$ cat src/rtl/osc_analyser_pkg.sv
// Shared types for the waveform analyser slice.
// Provides the turning-point detector state encoding.
package osc_analyser_pkg;

    typedef enum logic [1:0] {
        SEARCH_E,
        RISING_E,
        FALLING_E
    } osc_analyser_state_t;

endpackage

$ cat src/rtl/osc_wave_analyser_if.sv
// Measurement bus from the waveform analyser to its consumer.
// Ports: meas_valid/meas_ready handshake, meas_period, meas_max,
//   meas_min, meas_overrun; meas_amplitude only when
//   OSC_ANALYSER_AMPLITUDE_EN is defined.
// Modports: master (analyser side), slave (consumer side).
interface osc_wave_analyser_if #(
    parameter int WAVE_WIDTH_P    = 24,
    parameter int COUNTER_WIDTH_P = 32
);
    import osc_analyser_pkg::*;

    logic                              meas_valid;
    logic                              meas_ready;
    logic        [COUNTER_WIDTH_P-1:0] meas_period;
    logic signed [WAVE_WIDTH_P-1:0]    meas_max;
    logic signed [WAVE_WIDTH_P-1:0]    meas_min;
    logic                              meas_overrun;
`ifdef OSC_ANALYSER_AMPLITUDE_EN
    logic        [WAVE_WIDTH_P:0]      meas_amplitude;

    modport master (
        output meas_valid, meas_period, meas_max,
        output meas_min, meas_overrun, meas_amplitude,
        input  meas_ready
    );
    modport slave (
        input  meas_valid, meas_period, meas_max,
        input  meas_min, meas_overrun, meas_amplitude,
        output meas_ready
    );
`else
    modport master (
        output meas_valid, meas_period, meas_max,
        output meas_min, meas_overrun,
        input  meas_ready
    );
    modport slave (
        input  meas_valid, meas_period, meas_max,
        input  meas_min, meas_overrun,
        output meas_ready
    );
`endif

endinterface

$ cat src/rtl/osc_turning_point_detector.sv
// Peak/trough detector with hysteresis on a qualified sample stream.
// Ports: clk, rst_n, sample_valid, sample in; peak_det/trough_det
//   single-cycle pulses (combinational on the detecting sample) and
//   extreme, the running extreme before that sample is applied.
module osc_turning_point_detector
    import osc_analyser_pkg::*;
#(
    parameter int WAVE_WIDTH_P = 24,
    parameter int HYSTERESIS_P = 0
) (
    input  logic                           clk,
    input  logic                           rst_n,
    input  logic                           sample_valid,
    input  logic signed [WAVE_WIDTH_P-1:0] sample,
    output logic                           peak_det,
    output logic                           trough_det,
    output logic signed [WAVE_WIDTH_P-1:0] extreme
);

    localparam int XW = WAVE_WIDTH_P + 1;
    localparam logic signed [XW-1:0] HYST = XW'(HYSTERESIS_P);

    osc_analyser_state_t state_q, state_d;
    logic signed [WAVE_WIDTH_P-1:0] ext_q, ext_d;
    logic ref_ok_q, ref_ok_d;

    // One extra bit so ext +/- HYST cannot wrap.
    logic signed [XW-1:0] s_x, e_x, hi_x, lo_x;

    always_comb begin
        s_x  = {sample[WAVE_WIDTH_P-1], sample};
        e_x  = {ext_q[WAVE_WIDTH_P-1], ext_q};
        hi_x = e_x + HYST;
        lo_x = e_x - HYST;

        state_d    = state_q;
        ext_d      = ext_q;
        ref_ok_d   = ref_ok_q;
        peak_det   = 1'b0;
        trough_det = 1'b0;

        if (sample_valid) begin
            unique case (state_q)
                // ext_q doubles as the reference while searching.
                SEARCH_E: begin
                    if (!ref_ok_q) begin
                        ext_d    = sample;
                        ref_ok_d = 1'b1;
                    end else if (s_x > hi_x) begin
                        state_d = RISING_E;
                        ext_d   = sample;
                    end else if (s_x < lo_x) begin
                        state_d = FALLING_E;
                        ext_d   = sample;
                    end
                end
                RISING_E: begin
                    if (s_x >= e_x) begin
                        ext_d = sample;
                    end else if (s_x < lo_x) begin
                        peak_det = 1'b1;
                        state_d  = FALLING_E;
                        ext_d    = sample;
                    end
                end
                FALLING_E: begin
                    if (s_x <= e_x) begin
                        ext_d = sample;
                    end else if (s_x > hi_x) begin
                        trough_det = 1'b1;
                        state_d    = RISING_E;
                        ext_d      = sample;
                    end
                end
                default: state_d = SEARCH_E;
            endcase
        end
    end

    assign extreme = ext_q;

    always_ff @(posedge clk or negedge rst_n) begin
        if (!rst_n) begin
            state_q  <= SEARCH_E;
            ext_q    <= '0;
            ref_ok_q <= 1'b0;
        end else begin
            state_q  <= state_d;
            ext_q    <= ext_d;
            ref_ok_q <= ref_ok_d;
        end
    end

endmodule

$ cat src/rtl/osc_wave_analyser.sv
// Per-cycle period/peak/trough measurement of a sampled waveform.
// Ports: clk, rst_n, sample_valid, sample; meas (master modport of
//   osc_wave_analyser_if) carrying the valid/ready measurement.
// Optional: OSC_ANALYSER_AMPLITUDE_EN adds meas_amplitude = max - min.
module osc_wave_analyser
    import osc_analyser_pkg::*;
#(
    parameter int WAVE_WIDTH_P    = 24,
    parameter int COUNTER_WIDTH_P = 32,
    parameter int HYSTERESIS_P    = 0
) (
    input  logic                           clk,
    input  logic                           rst_n,
    input  logic                           sample_valid,
    input  logic signed [WAVE_WIDTH_P-1:0] sample,
    osc_wave_analyser_if.master            meas
);

    typedef struct packed {
        logic        [COUNTER_WIDTH_P-1:0] period;
        logic signed [WAVE_WIDTH_P-1:0]    peak;
        logic signed [WAVE_WIDTH_P-1:0]    trough;
        logic                              overrun;
    } meas_t;

    localparam logic [COUNTER_WIDTH_P-1:0] CNT_MAX = '1;

    logic                           peak_det;
    logic                           trough_det;
    logic signed [WAVE_WIDTH_P-1:0] extreme;

    osc_turning_point_detector #(
        .WAVE_WIDTH_P (WAVE_WIDTH_P),
        .HYSTERESIS_P (HYSTERESIS_P)
    ) u_detector (
        .clk          (clk),
        .rst_n        (rst_n),
        .sample_valid (sample_valid),
        .sample       (sample),
        .peak_det     (peak_det),
        .trough_det   (trough_det),
        .extreme      (extreme)
    );

    meas_t                          out_q, out_d;
    logic                           valid_q, valid_d;
    logic                           armed_q, armed_d;
    logic                           drop_q, drop_d;
    logic [COUNTER_WIDTH_P-1:0]     cnt_q, cnt_d;
    logic [COUNTER_WIDTH_P-1:0]     period_new;
    logic signed [WAVE_WIDTH_P-1:0] trough_q, trough_d;
    logic                           new_meas;
`ifdef OSC_ANALYSER_AMPLITUDE_EN
    logic [WAVE_WIDTH_P:0]          amp_q, amp_d;
`endif

    always_comb begin
        period_new = (cnt_q == CNT_MAX) ? CNT_MAX : cnt_q + 1'b1;

        cnt_d    = cnt_q;
        armed_d  = armed_q;
        trough_d = trough_q;
        out_d    = out_q;
        valid_d  = valid_q;
        drop_d   = drop_q;
`ifdef OSC_ANALYSER_AMPLITUDE_EN
        amp_d    = amp_q;
`endif

        if (sample_valid) begin
            if (peak_det) begin
                cnt_d   = '0;
                armed_d = 1'b1;
            end else begin
                cnt_d = period_new;
            end
            if (trough_det) begin
                trough_d = extreme;
            end
        end

        new_meas = sample_valid && peak_det && armed_q;

        if (valid_q && meas.meas_ready) begin
            valid_d = 1'b0;
        end

        // A slot frees up in the same cycle it is handed off.
        if (new_meas) begin
            if (!valid_q || meas.meas_ready) begin
                valid_d       = 1'b1;
                out_d.period  = period_new;
                out_d.peak    = extreme;
                out_d.trough  = trough_q;
                out_d.overrun = drop_q;
                drop_d        = 1'b0;
`ifdef OSC_ANALYSER_AMPLITUDE_EN
                amp_d = {extreme[WAVE_WIDTH_P-1], extreme}
                      - {trough_q[WAVE_WIDTH_P-1], trough_q};
`endif
            end else begin
                drop_d = 1'b1;
            end
        end
    end

    always_ff @(posedge clk or negedge rst_n) begin
        if (!rst_n) begin
            out_q    <= '0;
            valid_q  <= 1'b0;
            armed_q  <= 1'b0;
            drop_q   <= 1'b0;
            cnt_q    <= '0;
            trough_q <= '0;
`ifdef OSC_ANALYSER_AMPLITUDE_EN
            amp_q    <= '0;
`endif
        end else begin
            out_q    <= out_d;
            valid_q  <= valid_d;
            armed_q  <= armed_d;
            drop_q   <= drop_d;
            cnt_q    <= cnt_d;
            trough_q <= trough_d;
`ifdef OSC_ANALYSER_AMPLITUDE_EN
            amp_q    <= amp_d;
`endif
        end
    end

    assign meas.meas_valid   = valid_q;
    assign meas.meas_period  = out_q.period;
    assign meas.meas_max     = out_q.peak;
    assign meas.meas_min     = out_q.trough;
    assign meas.meas_overrun = out_q.overrun;
`ifdef OSC_ANALYSER_AMPLITUDE_EN
    assign meas.meas_amplitude = amp_q;
`endif

endmodule

$ cat src/flat_wrapper.sv
// flat-port wrapper written by rule: the top's interface ports become plain ports
module osc_wave_analyser_flat import osc_analyser_pkg::*;
#(
    parameter int WAVE_WIDTH_P    = 24,
    parameter int COUNTER_WIDTH_P = 32,
    parameter int HYSTERESIS_P    = 0
)
  (clk, rst_n, sample_valid, sample, meas_meas_valid, meas_meas_period, meas_meas_max, meas_meas_min, meas_meas_overrun, meas_meas_ready);
  osc_wave_analyser_if #(.WAVE_WIDTH_P(WAVE_WIDTH_P), .COUNTER_WIDTH_P(COUNTER_WIDTH_P)) meas_i ();
  input  logic clk;
  input  logic rst_n;
  input  logic sample_valid;
  input  logic signed [WAVE_WIDTH_P-1:0] sample;
  output wire logic [$bits(meas_i.meas_valid)-1:0] meas_meas_valid;
  output wire logic [$bits(meas_i.meas_period)-1:0] meas_meas_period;
  output wire logic [$bits(meas_i.meas_max)-1:0] meas_meas_max;
  output wire logic [$bits(meas_i.meas_min)-1:0] meas_meas_min;
  output wire logic [$bits(meas_i.meas_overrun)-1:0] meas_meas_overrun;
  input wire logic [$bits(meas_i.meas_ready)-1:0] meas_meas_ready;
  assign meas_meas_valid = meas_i.meas_valid;
  assign meas_meas_period = meas_i.meas_period;
  assign meas_meas_max = meas_i.meas_max;
  assign meas_meas_min = meas_i.meas_min;
  assign meas_meas_overrun = meas_i.meas_overrun;
  assign meas_i.meas_ready = meas_meas_ready;
  osc_wave_analyser #(.WAVE_WIDTH_P(WAVE_WIDTH_P), .COUNTER_WIDTH_P(COUNTER_WIDTH_P), .HYSTERESIS_P(HYSTERESIS_P)) u_core (.clk(clk), .rst_n(rst_n), .sample_valid(sample_valid), .sample(sample), .meas(meas_i));
endmodule
$ cat config.mk
export PLATFORM = sky130hd
export DESIGN_NAME = osc_wave_analyser_flat
export DESIGN_NICKNAME = d
export VERILOG_FILES = /design/src/rtl/osc_analyser_pkg.sv /design/src/rtl/osc_wave_analyser_if.sv /design/src/rtl/osc_turning_point_detector.sv /design/src/rtl/osc_wave_analyser.sv /design/src/flat_wrapper.sv
export SDC_FILE = /design/constraint.sdc
export NUM_CORES = 1
export LEC_CHECK = 0
export CAP_MARGIN = 20
export CORE_ASPECT_RATIO = 0.7
export CORE_UTILIZATION = 55
export CTS_BUF_LIST = sky130_fd_sc_hd__clkbuf_16
export DETAILED_ROUTE_END_ITERATION = 10
export PLACE_DENSITY = 0.8
export SKIP_LAST_GASP = 1
export SLEW_MARGIN = 5
export SYNTH_ARGS = -nofsm -noshare
export SYNTH_HDL_FRONTEND = slang
export SYNTH_HIERARCHICAL = 1
export SYNTH_SLANG_ARGS = --single-unit
$ cat constraint.sdc
create_clock -name clk -period 4.85 [get_ports clk]
set_input_delay 0.7275 -clock clk [delete_from_list [all_inputs] [get_ports clk]]
set_output_delay 0.7275 -clock clk [all_outputs]
set_load 0.05 [all_outputs]
==> metrics.txt <==
status finished clean; number of global-route vias before repair 6181; # IOs 110; Fin. Hold Viols 0; CTS sink cnt 167; starting density of the core 0.565; Setup CP Type in -> reg; Synth Flop Type dfrtp_1; Max-Cap Viols 0; ratio of cells with drive above 1 in the final layout 0.108; wire per inst 16.3 um; vias 6719; CP startpoint sample[5]; Die Y 105 um; Cell Area, Synth 0.00832 sq mm; commonest non-fill, non-tap cell in the layout nand2_1; Final Non-Filler Cells 1178; maximum vdd drop 402 uV; average cell area after synthesis 9.37 sq um; Critical Path Most Common Cell nor2_1; clk_skew 0.0118 ns; DR iter-0 viols 472; Warnings, synthesis 6; Top Family by Delay on Critical Path compound AO/OA/AOI/OAI gates; leakage power 4.66 nW; CTS Buf Count 17; Total GRT Usage 0.260; IO Port Bufs 109; CP endpoint kind register; RSZ-0062 raised after global routing false; largest net degree at the start of global routing 112; setup violators final 0; DR pass1 iterations 5; Worst-Skew Late Latency 0.43 ns; Final Util 0.682; Worst EP arrival 4.38 ns; initial antenna violation count 0; Worst-Margin Slew 0.988 ns; die area 0.0156 sq mm; Root Buffer clkbuf_16; post-route ant nets 0; CTS tree built; FF-to-FF Start u_core/u_detector/extreme[5]$_DFFE_PN0P_; Crit Path Max Fanout 27; global-route wire length before repair 31800 um; CTS Buffer Depth 2; most frequent cells in the layout nand2_1, dfrtp_1, clkdlybuf4s50_1; total gr overflow 0; crit-path cells clkdlybuf4s50_1 -> ha_1 -> a211oi_1 -> nor2_1 -> o311a_1 -> o31ai_1 -> a31o_2 -> and4_1 -> and2_1 -> and3_2 -> buf_4 -> nor2_1 -> a31oi_1; DR vias/cell 5.70; Gate Count Post-Synth 888; asr flop ratio synth 1.00; Hold Crit Class in -> async; post-layout instance area 0.0100 sq mm; count of state elements after synthesis 167; Yosys top cell by area dfrtp_1; Critical Path Source Type primary input; slowest stage cell on the critical path and3_2; max-slew violations 0; Slew headroom 0.342; top post-synthesis cells by area dfrtp_1, nand2_1, ha_1; n_diodes 0; row count 37; Tmin final 4.04 ns; GPL Wtd Cong 0.868; cell area after placement 0.00945 sq mm; Max Clk Rate 248 MHz; DRC 0; core area 0.0147 sq mm; number of post-CTS setup repair buffers 0; Total Nets Final 1027; register area share after synthesis 0.502; synth-to-layout area growth 20.6%; H-tree levels 4; post-cts resize count 0; Largest stage delay, worst path 0.51 ns; Synthesized Nets 945; WL final 19300 um; hold buffers post-CTS 0; Cells after DPL 1146; CTS clk-pin slew, worst paths 0.07 ns; setup_tns 0 ns; die width 149 um; DP Wirelength 12900 um; CP required 5.19 ns; PwrDens 650 mW/mm^2; Post-synth EDFFs 0; Synth top area share 0.502; Buf/Inv on CP 2; Tcrit/Tclk final 0.833; Yosys cell types 62
## Yosys cell counts, drive strengths merged, types with 14 or more instances
cell      n
a21oi    57
a31oi    19
and3     14
buf      30
clkbuf   28
dfrtp   167
ha       29
inv      34
mux2     26
nand2   226
nand3    20
nand4    16
nor2     62
nor3     23
o21ai    36
xnor2    20
## flip-flops by register name (all words and copies together), names as in the netlist
register	count
u_core/u_detector/state_q	2
u_core/armed_q	1
u_core/u_detector/ref_ok_q	1
u_core/meas.meas_period	32
u_core/cnt_q	32
u_core/meas.meas_overrun	1
u_core/drop_q	1
u_core/meas.meas_max	24
u_core/u_detector/extreme	24
u_core/meas.meas_valid	1
u_core/trough_q	24
u_core/meas.meas_min	24
## power by group
part | switching [mW] | total (mW) | internal [mW]
sequential | 0.389 | 2.30 | 1.91
clock | 0.598 | 1.37 | 0.769
combinational | 1.85 | 2.86 | 1.01
total | 2.84 | 6.53 | 3.69
## final timing paths
| kind | to | slack, ns | cells after the start |
|---|---|---|---|
| min | u_core/meas.meas_max[19]$_DFFE_PN0P_ | 0.43 | 1 |
| min in group clk | u_core/meas.meas_min[1]$_DFFE_PN0P_ | 0.47 | 2 |
| max in group asynchronous | u_core/meas.meas_min[5]$_DFFE_PN0P_ | 3.42 | 2 |
| min reg2reg | u_core/meas.meas_min[1]$_DFFE_PN0P_ | 0.47 | 2 |
| max | u_core/meas.meas_period[4]$_DFFE_PN0P_ | 0.81 | 13 |
| max reg2reg | u_core/meas.meas_period[4]$_DFFE_PN0P_ | 1.15 | 13 |
## layer usage
layer,part of all wire,track usage,up-vias
met3,0.056,0.0489,23
met1,0.49,0.390,3268
met5,0,0,-
li1,-,-,3207
met2,0.44,0.380,221
met4,0.013,0.0831,0
## through the flow
stage / power (mW) / setup slack (ns) / hold slack [ns]
2_1_floorplan: 4.23 / 1.31 / 0.432
3_3_place_gp: 5.09 / 0.646 / 0.444
3_5_place_dp: 5.16 / 0.541 / 0.452
4_1_cts: 6.55 / 0.892 / 0.468
5_1_grt: 6.88 / 0.570 / 0.500
6_report: 6.53 / 0.810 / 0.427
## layout make-up
type | instances | area [sq um]
fill | 1137 | 4680
clock buffer | 17 | 425
sequential | 167 | 4180
tap | 195 | 244
inverter | 34 | 128
multi-input combinational | 629 | 3710
timing repair buffer | 121 | 1190
clock inverter | 15 | 166
## worst reg2reg max path: cells and delay by family, from the launching register on
family,cells,cell delay (ns)
AO/OA/AOI/OAI,5,1.30
AND/OR/NAND/NOR,5,1.21
buffers and inverters,2,0.41
flip-flops,1,0.39
adder cells (fa/ha/maj),1,0.29
## cells by family after synthesis
kind of cell               after synthesis  share of synthesized area
adders and majority gates               29                     0.0436
AOI/OAI and AO/OA                      154                      0.121
xor gates and xnor gates                25                     0.0263
muxes                                   27                     0.0364
and+or+nand+nor                        394                      0.217
buffers and inverters                   92                     0.0532
DFF                                    167                      0.502
Power figures use the tool's default switching activity.
